--- config.mk ---
export PLATFORM = sky130hd
export DESIGN_NAME = cache_controller_flat
export DESIGN_NICKNAME = d
export VERILOG_FILES = /design/src/rtl/cache_pkg.sv /design/src/rtl/cache_if.sv /design/src/rtl/cache_line_array.sv /design/src/rtl/cache_controller.sv /design/src/flat_wrapper.sv
export SDC_FILE = /design/constraint.sdc
export NUM_CORES = 2
export LEC_CHECK = 0
export BUFFER_PORTS_ARGS = -buffer_cell sky130_fd_sc_hd__buf_2
export CORE_ASPECT_RATIO = 0.6
export CORE_MARGIN = 2
export CORE_UTILIZATION = 45
export DETAILED_ROUTE_END_ITERATION = 10
export SYNTH_ARGS = -nofsm -noshare
export SYNTH_HDL_FRONTEND = slang
export SYNTH_SLANG_ARGS = --single-unit
--- constraint.sdc ---
create_clock -name clk -period 16.5 [get_ports clk]
set_input_delay 0.825 -clock clk [delete_from_list [all_inputs] [get_ports clk]]
set_output_delay 0.825 -clock clk [all_outputs]
set_load 0.01 [all_outputs]
--- src/rtl/cache_pkg.sv ---
// Shared types and geometry helpers for the direct-mapped write-through cache.
package cache_pkg;

    localparam int BLOCK_SIZE = 4;
    localparam int OFFSET_W   = 2;

    typedef enum logic [2:0] {
        IDLE       = 3'd0,
        COMPARE    = 3'd1,
        REFILL_REQ = 3'd2,
        REFILL     = 3'd3,
        WRITE_REQ  = 3'd4,
        WRITE_WAIT = 3'd5,
        RESPOND    = 3'd6
    } state_t;

    function automatic int index_width(input int num_lines);
        return $clog2(num_lines);
    endfunction

    function automatic int tag_width(input int addr_width, input int num_lines);
        return addr_width - OFFSET_W - $clog2(num_lines);
    endfunction

endpackage

--- src/rtl/cache_if.sv ---
// CPU-side request/response and memory-side block-read/word-write signals of the cache.
interface cache_if #(
    parameter int DATA_WIDTH = 32,
    parameter int ADDR_WIDTH = 32
);
    logic                  cpu_rd_en;
    logic                  cpu_wr_en;
    logic [ADDR_WIDTH-1:0] cpu_addr;
    logic [DATA_WIDTH-1:0] cpu_wr_data;
    logic [DATA_WIDTH-1:0] cpu_rd_data;
    logic                  cpu_ready;
    logic                  cpu_done;
    logic                  mem_rd_en;
    logic                  mem_wr_en;
    logic [ADDR_WIDTH-1:0] mem_addr;
    logic [DATA_WIDTH-1:0] mem_wr_data;
    logic [DATA_WIDTH-1:0] mem_rd_data;
    logic                  mem_rd_valid;
    logic                  mem_ready;
    logic                  mem_done;

    // Controller view
    modport slave (
        input  cpu_rd_en, cpu_wr_en, cpu_addr, cpu_wr_data,
        output cpu_rd_data, cpu_ready, cpu_done,
        output mem_rd_en, mem_wr_en, mem_addr, mem_wr_data,
        input  mem_rd_data, mem_rd_valid, mem_ready, mem_done
    );

    // CPU plus memory environment view
    modport master (
        output cpu_rd_en, cpu_wr_en, cpu_addr, cpu_wr_data,
        input  cpu_rd_data, cpu_ready, cpu_done,
        input  mem_rd_en, mem_wr_en, mem_addr, mem_wr_data,
        output mem_rd_data, mem_rd_valid, mem_ready, mem_done
    );
endinterface

--- src/rtl/cache_line_array.sv ---
// Tag, valid and data storage: one write port (word and/or tag+valid), one combinational read port.
module cache_line_array
    import cache_pkg::*;
#(
    parameter int DATA_WIDTH = 32,
    parameter int NUM_LINES  = 16,
    parameter int TAG_W      = 26,
    parameter int IDX_W      = index_width(NUM_LINES)
) (
    input  logic                  clk,
    input  logic                  reset,
    input  logic                  word_we,
    input  logic                  tag_we,
    input  logic [IDX_W-1:0]      wr_index,
    input  logic [OFFSET_W-1:0]   wr_offset,
    input  logic [DATA_WIDTH-1:0] wr_data,
    input  logic [TAG_W-1:0]      wr_tag,
    input  logic [IDX_W-1:0]      rd_index,
    input  logic [OFFSET_W-1:0]   rd_offset,
    output logic [DATA_WIDTH-1:0] rd_data,
    output logic [TAG_W-1:0]      rd_tag,
    output logic                  rd_valid
);

    logic [DATA_WIDTH-1:0] data_r [NUM_LINES][BLOCK_SIZE];
    logic [TAG_W-1:0]      tag_r  [NUM_LINES];
    logic [NUM_LINES-1:0]  valid_r;

    // Data and tag storage carry no reset; the valid bits alone gate their use.
    always_ff @(posedge clk) begin
        if (word_we) begin
            data_r[wr_index][wr_offset] <= wr_data;
        end
        if (tag_we) begin
            tag_r[wr_index] <= wr_tag;
        end
    end

    // Valid bits are cleared on reset so an abandoned refill never becomes visible.
    always_ff @(posedge clk) begin
        if (reset) begin
            valid_r <= {NUM_LINES{1'b0}};
        end else if (tag_we) begin
            valid_r[wr_index] <= 1'b1;
        end
    end

    assign rd_data  = data_r[rd_index][rd_offset];
    assign rd_tag   = tag_r[rd_index];
    assign rd_valid = valid_r[rd_index];

endmodule

--- src/rtl/cache_controller.sv ---
// Direct-mapped, write-through, no-write-allocate cache controller with 4-word blocks.
// Optional hit/miss statistics outputs are enabled by defining CACHE_STATS_EN.
module cache_controller
    import cache_pkg::*;
#(
    parameter int DATA_WIDTH = 32,
    parameter int ADDR_WIDTH = 32,
    parameter int NUM_LINES  = 16
) (
    input  logic        clk,
    input  logic        reset,
    cache_if.slave      bus
`ifdef CACHE_STATS_EN
    ,
    output logic [31:0] hit_count,
    output logic [31:0] miss_count
`endif
);

    localparam int IDX_W = index_width(NUM_LINES);
    localparam int TAG_W = tag_width(ADDR_WIDTH, NUM_LINES);

    state_t                state_r;
    state_t                next_state_s;
    logic [ADDR_WIDTH-1:0] addr_r;
    logic [DATA_WIDTH-1:0] wdata_r;
    logic                  op_wr_r;
    logic [1:0]            cnt_r;

    logic                  cpu_ready_r;
    logic                  cpu_done_r;
    logic [DATA_WIDTH-1:0] cpu_rd_data_r;
    logic                  mem_rd_en_r;
    logic                  mem_wr_en_r;
    logic [ADDR_WIDTH-1:0] mem_addr_r;
    logic [DATA_WIDTH-1:0] mem_wr_data_r;

    logic [IDX_W-1:0]      idx_s;
    logic [OFFSET_W-1:0]   off_s;
    logic [TAG_W-1:0]      tag_s;
    logic                  hit_s;
    logic                  word_we_s;
    logic                  tag_we_s;
    logic [OFFSET_W-1:0]   wr_offset_s;
    logic [DATA_WIDTH-1:0] wr_data_s;
    logic [DATA_WIDTH-1:0] resp_data_s;
    logic [DATA_WIDTH-1:0] arr_data_s;
    logic [TAG_W-1:0]      arr_tag_s;
    logic                  arr_valid_s;

    assign idx_s = addr_r[OFFSET_W +: IDX_W];
    assign off_s = addr_r[OFFSET_W-1:0];
    assign tag_s = addr_r[ADDR_WIDTH-1 -: TAG_W];
    assign hit_s = arr_valid_s && (arr_tag_s == tag_s);

    cache_line_array #(
        .DATA_WIDTH (DATA_WIDTH),
        .NUM_LINES  (NUM_LINES),
        .TAG_W      (TAG_W),
        .IDX_W      (IDX_W)
    ) u_lines (
        .clk       (clk),
        .reset     (reset),
        .word_we   (word_we_s),
        .tag_we    (tag_we_s),
        .wr_index  (idx_s),
        .wr_offset (wr_offset_s),
        .wr_data   (wr_data_s),
        .wr_tag    (tag_s),
        .rd_index  (idx_s),
        .rd_offset (off_s),
        .rd_data   (arr_data_s),
        .rd_tag    (arr_tag_s),
        .rd_valid  (arr_valid_s)
    );

    // State register.
    always_ff @(posedge clk) begin
        if (reset) begin
            state_r <= IDLE;
        end else begin
            state_r <= next_state_s;
        end
    end

    // Next-state, array write controls and response data selection.
    always_comb begin
        next_state_s = state_r;
        word_we_s    = 1'b0;
        tag_we_s     = 1'b0;
        wr_offset_s  = off_s;
        wr_data_s    = wdata_r;
        resp_data_s  = arr_data_s;
        case (state_r)
            IDLE: begin
                if (bus.cpu_rd_en || bus.cpu_wr_en) begin
                    next_state_s = COMPARE;
                end else begin
                    next_state_s = IDLE;
                end
            end
            COMPARE: begin
                if (op_wr_r) begin
                    word_we_s    = hit_s;
                    next_state_s = WRITE_REQ;
                end else if (hit_s) begin
                    next_state_s = RESPOND;
                end else begin
                    next_state_s = REFILL_REQ;
                end
            end
            REFILL_REQ: begin
                if (bus.mem_ready) begin
                    next_state_s = REFILL;
                end else begin
                    next_state_s = REFILL_REQ;
                end
            end
            REFILL: begin
                wr_offset_s = cnt_r;
                wr_data_s   = bus.mem_rd_data;
                // The final word is still in flight when the requested word is the last one.
                if (cnt_r == off_s) begin
                    resp_data_s = bus.mem_rd_data;
                end else begin
                    resp_data_s = arr_data_s;
                end
                if (bus.mem_rd_valid) begin
                    word_we_s    = 1'b1;
                    tag_we_s     = (cnt_r == 2'd3);
                    next_state_s = (cnt_r == 2'd3) ? RESPOND : REFILL;
                end else begin
                    next_state_s = REFILL;
                end
            end
            WRITE_REQ: begin
                if (bus.mem_ready) begin
                    next_state_s = WRITE_WAIT;
                end else begin
                    next_state_s = WRITE_REQ;
                end
            end
            WRITE_WAIT: begin
                if (bus.mem_done) begin
                    next_state_s = RESPOND;
                end else begin
                    next_state_s = WRITE_WAIT;
                end
            end
            RESPOND: begin
                next_state_s = IDLE;
            end
            default: begin
                next_state_s = IDLE;
            end
        endcase
    end

    // Request capture, refill word counter and registered bus outputs.
    always_ff @(posedge clk) begin
        if (reset) begin
            addr_r        <= {ADDR_WIDTH{1'b0}};
            wdata_r       <= {DATA_WIDTH{1'b0}};
            op_wr_r       <= 1'b0;
            cnt_r         <= 2'd0;
            cpu_ready_r   <= 1'b1;
            cpu_done_r    <= 1'b0;
            cpu_rd_data_r <= {DATA_WIDTH{1'b0}};
            mem_rd_en_r   <= 1'b0;
            mem_wr_en_r   <= 1'b0;
            mem_addr_r    <= {ADDR_WIDTH{1'b0}};
            mem_wr_data_r <= {DATA_WIDTH{1'b0}};
        end else begin
            if (state_r == IDLE && (bus.cpu_rd_en || bus.cpu_wr_en)) begin
                addr_r  <= bus.cpu_addr;
                wdata_r <= bus.cpu_wr_data;
                op_wr_r <= ~bus.cpu_rd_en;
            end
            if (state_r == REFILL_REQ) begin
                cnt_r <= 2'd0;
            end else if (state_r == REFILL && bus.mem_rd_valid) begin
                cnt_r <= cnt_r + 2'd1;
            end
            cpu_ready_r <= (next_state_s == IDLE);
            cpu_done_r  <= (next_state_s == RESPOND);
            if (next_state_s == RESPOND && !op_wr_r) begin
                cpu_rd_data_r <= resp_data_s;
            end
            mem_rd_en_r <= (state_r == REFILL_REQ) && bus.mem_ready;
            mem_wr_en_r <= (state_r == WRITE_REQ) && bus.mem_ready;
            if (state_r == REFILL_REQ && bus.mem_ready) begin
                mem_addr_r <= {tag_s, idx_s, {OFFSET_W{1'b0}}};
            end else if (state_r == WRITE_REQ && bus.mem_ready) begin
                mem_addr_r    <= addr_r;
                mem_wr_data_r <= wdata_r;
            end
        end
    end

    assign bus.cpu_ready   = cpu_ready_r;
    assign bus.cpu_done    = cpu_done_r;
    assign bus.cpu_rd_data = cpu_rd_data_r;
    assign bus.mem_rd_en   = mem_rd_en_r;
    assign bus.mem_wr_en   = mem_wr_en_r;
    assign bus.mem_addr    = mem_addr_r;
    assign bus.mem_wr_data = mem_wr_data_r;

`ifdef CACHE_STATS_EN
    logic [31:0] hit_count_r;
    logic [31:0] miss_count_r;

    // Saturating tallies of every COMPARE outcome, reads and writes alike.
    always_ff @(posedge clk) begin
        if (reset) begin
            hit_count_r  <= 32'd0;
            miss_count_r <= 32'd0;
        end else if (state_r == COMPARE) begin
            if (hit_s && hit_count_r != 32'hFFFF_FFFF) begin
                hit_count_r <= hit_count_r + 32'd1;
            end
            if (!hit_s && miss_count_r != 32'hFFFF_FFFF) begin
                miss_count_r <= miss_count_r + 32'd1;
            end
        end
    end

    assign hit_count  = hit_count_r;
    assign miss_count = miss_count_r;
`endif

endmodule

--- src/flat_wrapper.sv ---
// flat-port wrapper written by rule: the top's interface ports become plain ports
module cache_controller_flat import cache_pkg::*;
#(
    parameter int DATA_WIDTH = 32,
    parameter int ADDR_WIDTH = 32,
    parameter int NUM_LINES  = 16
)
  (clk, reset, bus_cpu_rd_en, bus_cpu_wr_en, bus_cpu_addr, bus_cpu_wr_data, bus_cpu_rd_data, bus_cpu_ready, bus_cpu_done, bus_mem_rd_en, bus_mem_wr_en, bus_mem_addr, bus_mem_wr_data, bus_mem_rd_data, bus_mem_rd_valid, bus_mem_ready, bus_mem_done);
  cache_if #(.DATA_WIDTH(DATA_WIDTH), .ADDR_WIDTH(ADDR_WIDTH)) bus_i ();
  input  logic clk;
  input  logic reset;
  input wire logic [$bits(bus_i.cpu_rd_en)-1:0] bus_cpu_rd_en;
  input wire logic [$bits(bus_i.cpu_wr_en)-1:0] bus_cpu_wr_en;
  input wire logic [$bits(bus_i.cpu_addr)-1:0] bus_cpu_addr;
  input wire logic [$bits(bus_i.cpu_wr_data)-1:0] bus_cpu_wr_data;
  output wire logic [$bits(bus_i.cpu_rd_data)-1:0] bus_cpu_rd_data;
  output wire logic [$bits(bus_i.cpu_ready)-1:0] bus_cpu_ready;
  output wire logic [$bits(bus_i.cpu_done)-1:0] bus_cpu_done;
  output wire logic [$bits(bus_i.mem_rd_en)-1:0] bus_mem_rd_en;
  output wire logic [$bits(bus_i.mem_wr_en)-1:0] bus_mem_wr_en;
  output wire logic [$bits(bus_i.mem_addr)-1:0] bus_mem_addr;
  output wire logic [$bits(bus_i.mem_wr_data)-1:0] bus_mem_wr_data;
  input wire logic [$bits(bus_i.mem_rd_data)-1:0] bus_mem_rd_data;
  input wire logic [$bits(bus_i.mem_rd_valid)-1:0] bus_mem_rd_valid;
  input wire logic [$bits(bus_i.mem_ready)-1:0] bus_mem_ready;
  input wire logic [$bits(bus_i.mem_done)-1:0] bus_mem_done;
  assign bus_i.cpu_rd_en = bus_cpu_rd_en;
  assign bus_i.cpu_wr_en = bus_cpu_wr_en;
  assign bus_i.cpu_addr = bus_cpu_addr;
  assign bus_i.cpu_wr_data = bus_cpu_wr_data;
  assign bus_cpu_rd_data = bus_i.cpu_rd_data;
  assign bus_cpu_ready = bus_i.cpu_ready;
  assign bus_cpu_done = bus_i.cpu_done;
  assign bus_mem_rd_en = bus_i.mem_rd_en;
  assign bus_mem_wr_en = bus_i.mem_wr_en;
  assign bus_mem_addr = bus_i.mem_addr;
  assign bus_mem_wr_data = bus_i.mem_wr_data;
  assign bus_i.mem_rd_data = bus_mem_rd_data;
  assign bus_i.mem_rd_valid = bus_mem_rd_valid;
  assign bus_i.mem_ready = bus_mem_ready;
  assign bus_i.mem_done = bus_mem_done;
  cache_controller #(.DATA_WIDTH(DATA_WIDTH), .ADDR_WIDTH(ADDR_WIDTH), .NUM_LINES(NUM_LINES)) u_core (.clk(clk), .reset(reset), .bus(bus_i));
endmodule
==> results.py <==
metrics = {
    "sta": {
        "setup_violations": 0,
        "drv_slew": 0,
        "timing.fmax_mhz": 138,
        "fin_crit_sh_pct": 43.8,
        "max_slew_margin_pct": 12.1,
        "worst_pin_slew_ns": 1.32,
        "rsz0062_at_grt": "no",
        "skew_ns": 0.0505,
        "layout_setup_ws_ns": 9.27,
        "finalSetupTns_ns": 0,
        "layout_min_cycle_time_ns": 7.23,
        "hold_violations": 0,
    },
    "synthesis": {
        "synth_seq_cells": 2654,
        "synth.distinct_cells": 59,
        "syn_inst": 4778,
        "syn-num-nets": 4882,
        "synth_ff_type": "edfxtp_1",
        "synth_area_leaders": "edfxtp_1 72%, mux4_2 16%, dfxtp_1 3.7%",
        "synth_common_cells": "2464 x edfxtp_1, 744 x mux4_2, 383 x nand2_1",
        "yosys_warnings": 0,
        "ys_seq_area_share_pct": 76.1,
        "syn_area_mm2": 0.102,
        "synth_top_area_share_pct": 72.4,
        "synth_edf_count": 2464,
        "async_flop_share_pct": 0,
        "synth.most_common_cell": "edfxtp_1",
        "synth_top_cell_by_area": "edfxtp_1",
        "syn_area_per_cell_um2": 21.4,
    },
    "detailed_routing": {
        "first_pass_iters": 6,
        "routedWlPerCell_um": 37.8,
        "first_iter_violations": 9577,
        "antenna_left": 0,
        "drt_wl_total_um": 313000,
        "num_vias": 52600,
        "routed_via_density": 6.35,
        "drc": 0,
    },
    "critical_path": {
        "slowest_delay_ns": 0.91,
        "worstPathMaxFanout": 46,
        "cpLargestDelayFamily": "buffers and inverters",
        "critPathBufInv": 5,
        "cp.arrival_ns": 7.99,
        "critical_path_class": "reg2reg",
        "start_kind": "register",
        "cp.required_ns": 17.26,
        "critPathSlowestCell": "buf_4",
        "end_kind": "register",
        "path_cells": "buf_4 > buf_4 > buf_4 > buf_4 > buf_4 > mux4_2 > mux4_2 > mux4_2 > mux2i_1 > nor2_1 > mux2_4",
        "crit_top_cell": "buf_4",
    },
    "die": {
        "initial_core_util_pct": 45.3,
        "rows": 135,
        "die_h_um": 373,
        "die_area_mm2": 0.231,
        "io_pins": 203,
        "chipWidth_um": 619,
        "core_area_mm2": 0.226,
    },
    "place": {
        "dp_hpwl_um": 195000,
        "pre_cts_ws_ns": 9.06,
        "gp_congestion": 0.887,
        "place_area_mm2": 0.108,
        "numPortBuffers": 202,
    },
    "layout": {
        "fin_nets": 5175,
        "post-route-util_pct": 51.0,
        "layout-drive-gt1-share_pct": 30.0,
        "final_area_mm2": 0.115,
        "area.growth.synth_to_final_pct": 12.6,
    },
    "clocking": {
        "htree_levels": 4,
        "cts_tree": "built",
        "cts-root-buf": "clkbuf_16",
        "clk_latency_ns": 0.89,
        "hold_buffers": 0,
        "post-cts-setup-buffers": 0,
        "cts_made_buffers": 237,
        "cts_resized": 0,
        "clk_pin_slew_ns": 0.07,
        "cts.path.max_buffers": 4,
        "numClockSinks": 2654,
    },
    "outcome": {
        "status": "complete, no violations",
    },
    "power": {
        "power_density_mw_per_mm2": 136,
        "finalPower_w": 0.0157,
        "ir_drop_v": 0.0000894,
        "power_leakage_nw": 36.1,
    },
    "global_route": {
        "grt_pass1_wl_um": 425000,
        "grt_max_degree": 146,
        "grt_use_total_pct": 27.0,
        "antenna_found_initial": 44,
        "overflow": 0,
        "grt_pass1_vias": 48800,
    },
    "job": {
        "cap_violations": 0,
    },
    "worst_hold_path": {
        "hold_path_class": "in2reg",
    },
}
==> layer usage <==
| metal | global-route usage (%) | vias to the layer above | share of wire, % |
|---|---|---|---|
| li1 | - | 20300 | - |
| met1 | 43.3 | 28400 | 43 |
| met2 | 35.2 | 3430 | 40 |
| met3 | 9.14 | 409 | 15 |
| met4 | 5.73 | 22 | 2.4 |
| met5 | 0 | - | 0.045 |
==> state kept, by name, summed over array words and instances, names as in the netlist, 2 cells and up, named ones only <==
register,cells
u_core.bus.cpu_rd_data,32
u_core.cnt_r,2
u_core.u_lines.tag_r,416
u_core.addr_r,32
u_core.wdata_r,32
u_core.u_lines.data_r,2048
u_core.state_r,3
u_core.bus.mem_wr_data,32
u_core.bus.mem_addr,32
u_core.u_lines.valid_r,16
==> power breakdown <==
group          internal (W)  switching (W)  total (W)
Sequential          0.00767      0.0000855    0.00776
Clock               0.00306        0.00248    0.00554
Combinational      0.000735        0.00163    0.00236
==> cells by family (layout without fill, tap and decap cells) <==
| kind of cell | count (synthesis) | in the layout | synth area share, % |
|---|---|---|---|
| adders and majority gates | 1 | 1 | 0.0122 |
| other | 0 | 8 | 0 |
| xor gates and xnor gates | 33 | 33 | 0.283 |
| muxes | 910 | 910 | 18.2 |
| buffers and inverters | 282 | 765 | 1.29 |
| and+or+nand+nor | 670 | 670 | 2.79 |
| DFF | 2654 | 2654 | 76.1 |
| AOI/OAI and AO/OA | 228 | 228 | 1.38 |
==> final cells by class <==
cell class | instances | area (um^2)
Multi-Input combinational cell | 1842 | 24000
Tap cell | 3014 | 3770
Fill cell | 17700 | 111000
Inverter | 8 | 37.5
Clock buffer | 298 | 6270
Sequential cell | 2654 | 77800
Clock inverter | 131 | 1240
Timing Repair Buffer | 328 | 2000
Antenna cell | 8 | 20.0
==> worst register-to-register path, delay by kind of cell (launching register included) <==
family / cells / cell delay, ns
buf+inv: 5 / 4.22
flops: 1 / 0.69
simple gates: 1 / 0.05
mux: 5 / 2.15
==> final timing paths <==
check	slack (ns)	cells past startpoint	from	endpoint
max	9.27	11	register	u_core.bus.cpu_rd_data[9]
min	0.18	3	bus_cpu_wr_data[24]	u_core.wdata_r[24]
max reg2reg	9.27	11	register	u_core.bus.cpu_rd_data[9]
min reg2reg	0.45	2	u_core.bus.mem_addr[9]	u_core.bus.mem_addr[9]
==> per-stage QoR <==
stage | instances | hold WS, ns
detailed placement | 7846 | 0.441
CTS | 8275 | 0.125
finish | 8283 | 0.180
global placement | 7846 | 0.436
floorplan | 4778 | 0.435
global route | 8275 | 0.141
==> layout by cell type (no fill, tap or decap), types with 6 or more instances in the layout <==
| cell | instances |
|---|---|
| nand3_1 | 24 |
| mux2_2 | 8 |
| nand2_1 | 349 |
| bufinv_16 | 24 |
| nor3_1 | 6 |
| xor2_1 | 17 |
| clkbuf_16 | 240 |
| nand2b_1 | 11 |
| clkinv_2 | 45 |
| o21ai_0 | 9 |
| a22oi_1 | 15 |
| edfxtp_1 | 2464 |
| xnor2_1 | 16 |
| mux2i_1 | 128 |
| and3_1 | 7 |
| a22o_1 | 14 |
| mux4_2 | 744 |
| nor2_4 | 47 |
| dfxtp_1 | 184 |
| nor3_2 | 30 |
| mux2_4 | 30 |
| clkbuf_1 | 53 |
| a21oi_1 | 142 |
| nand2_4 | 33 |
| a221oi_1 | 13 |
| nand4_1 | 6 |
| inv_1 | 6 |
| diode_2 | 8 |
| buf_4 | 123 |
| clkinv_1 | 50 |
| nor2b_1 | 44 |
| nor2_1 | 85 |
| buf_2 | 201 |
(Power assumes the default switching activity.)
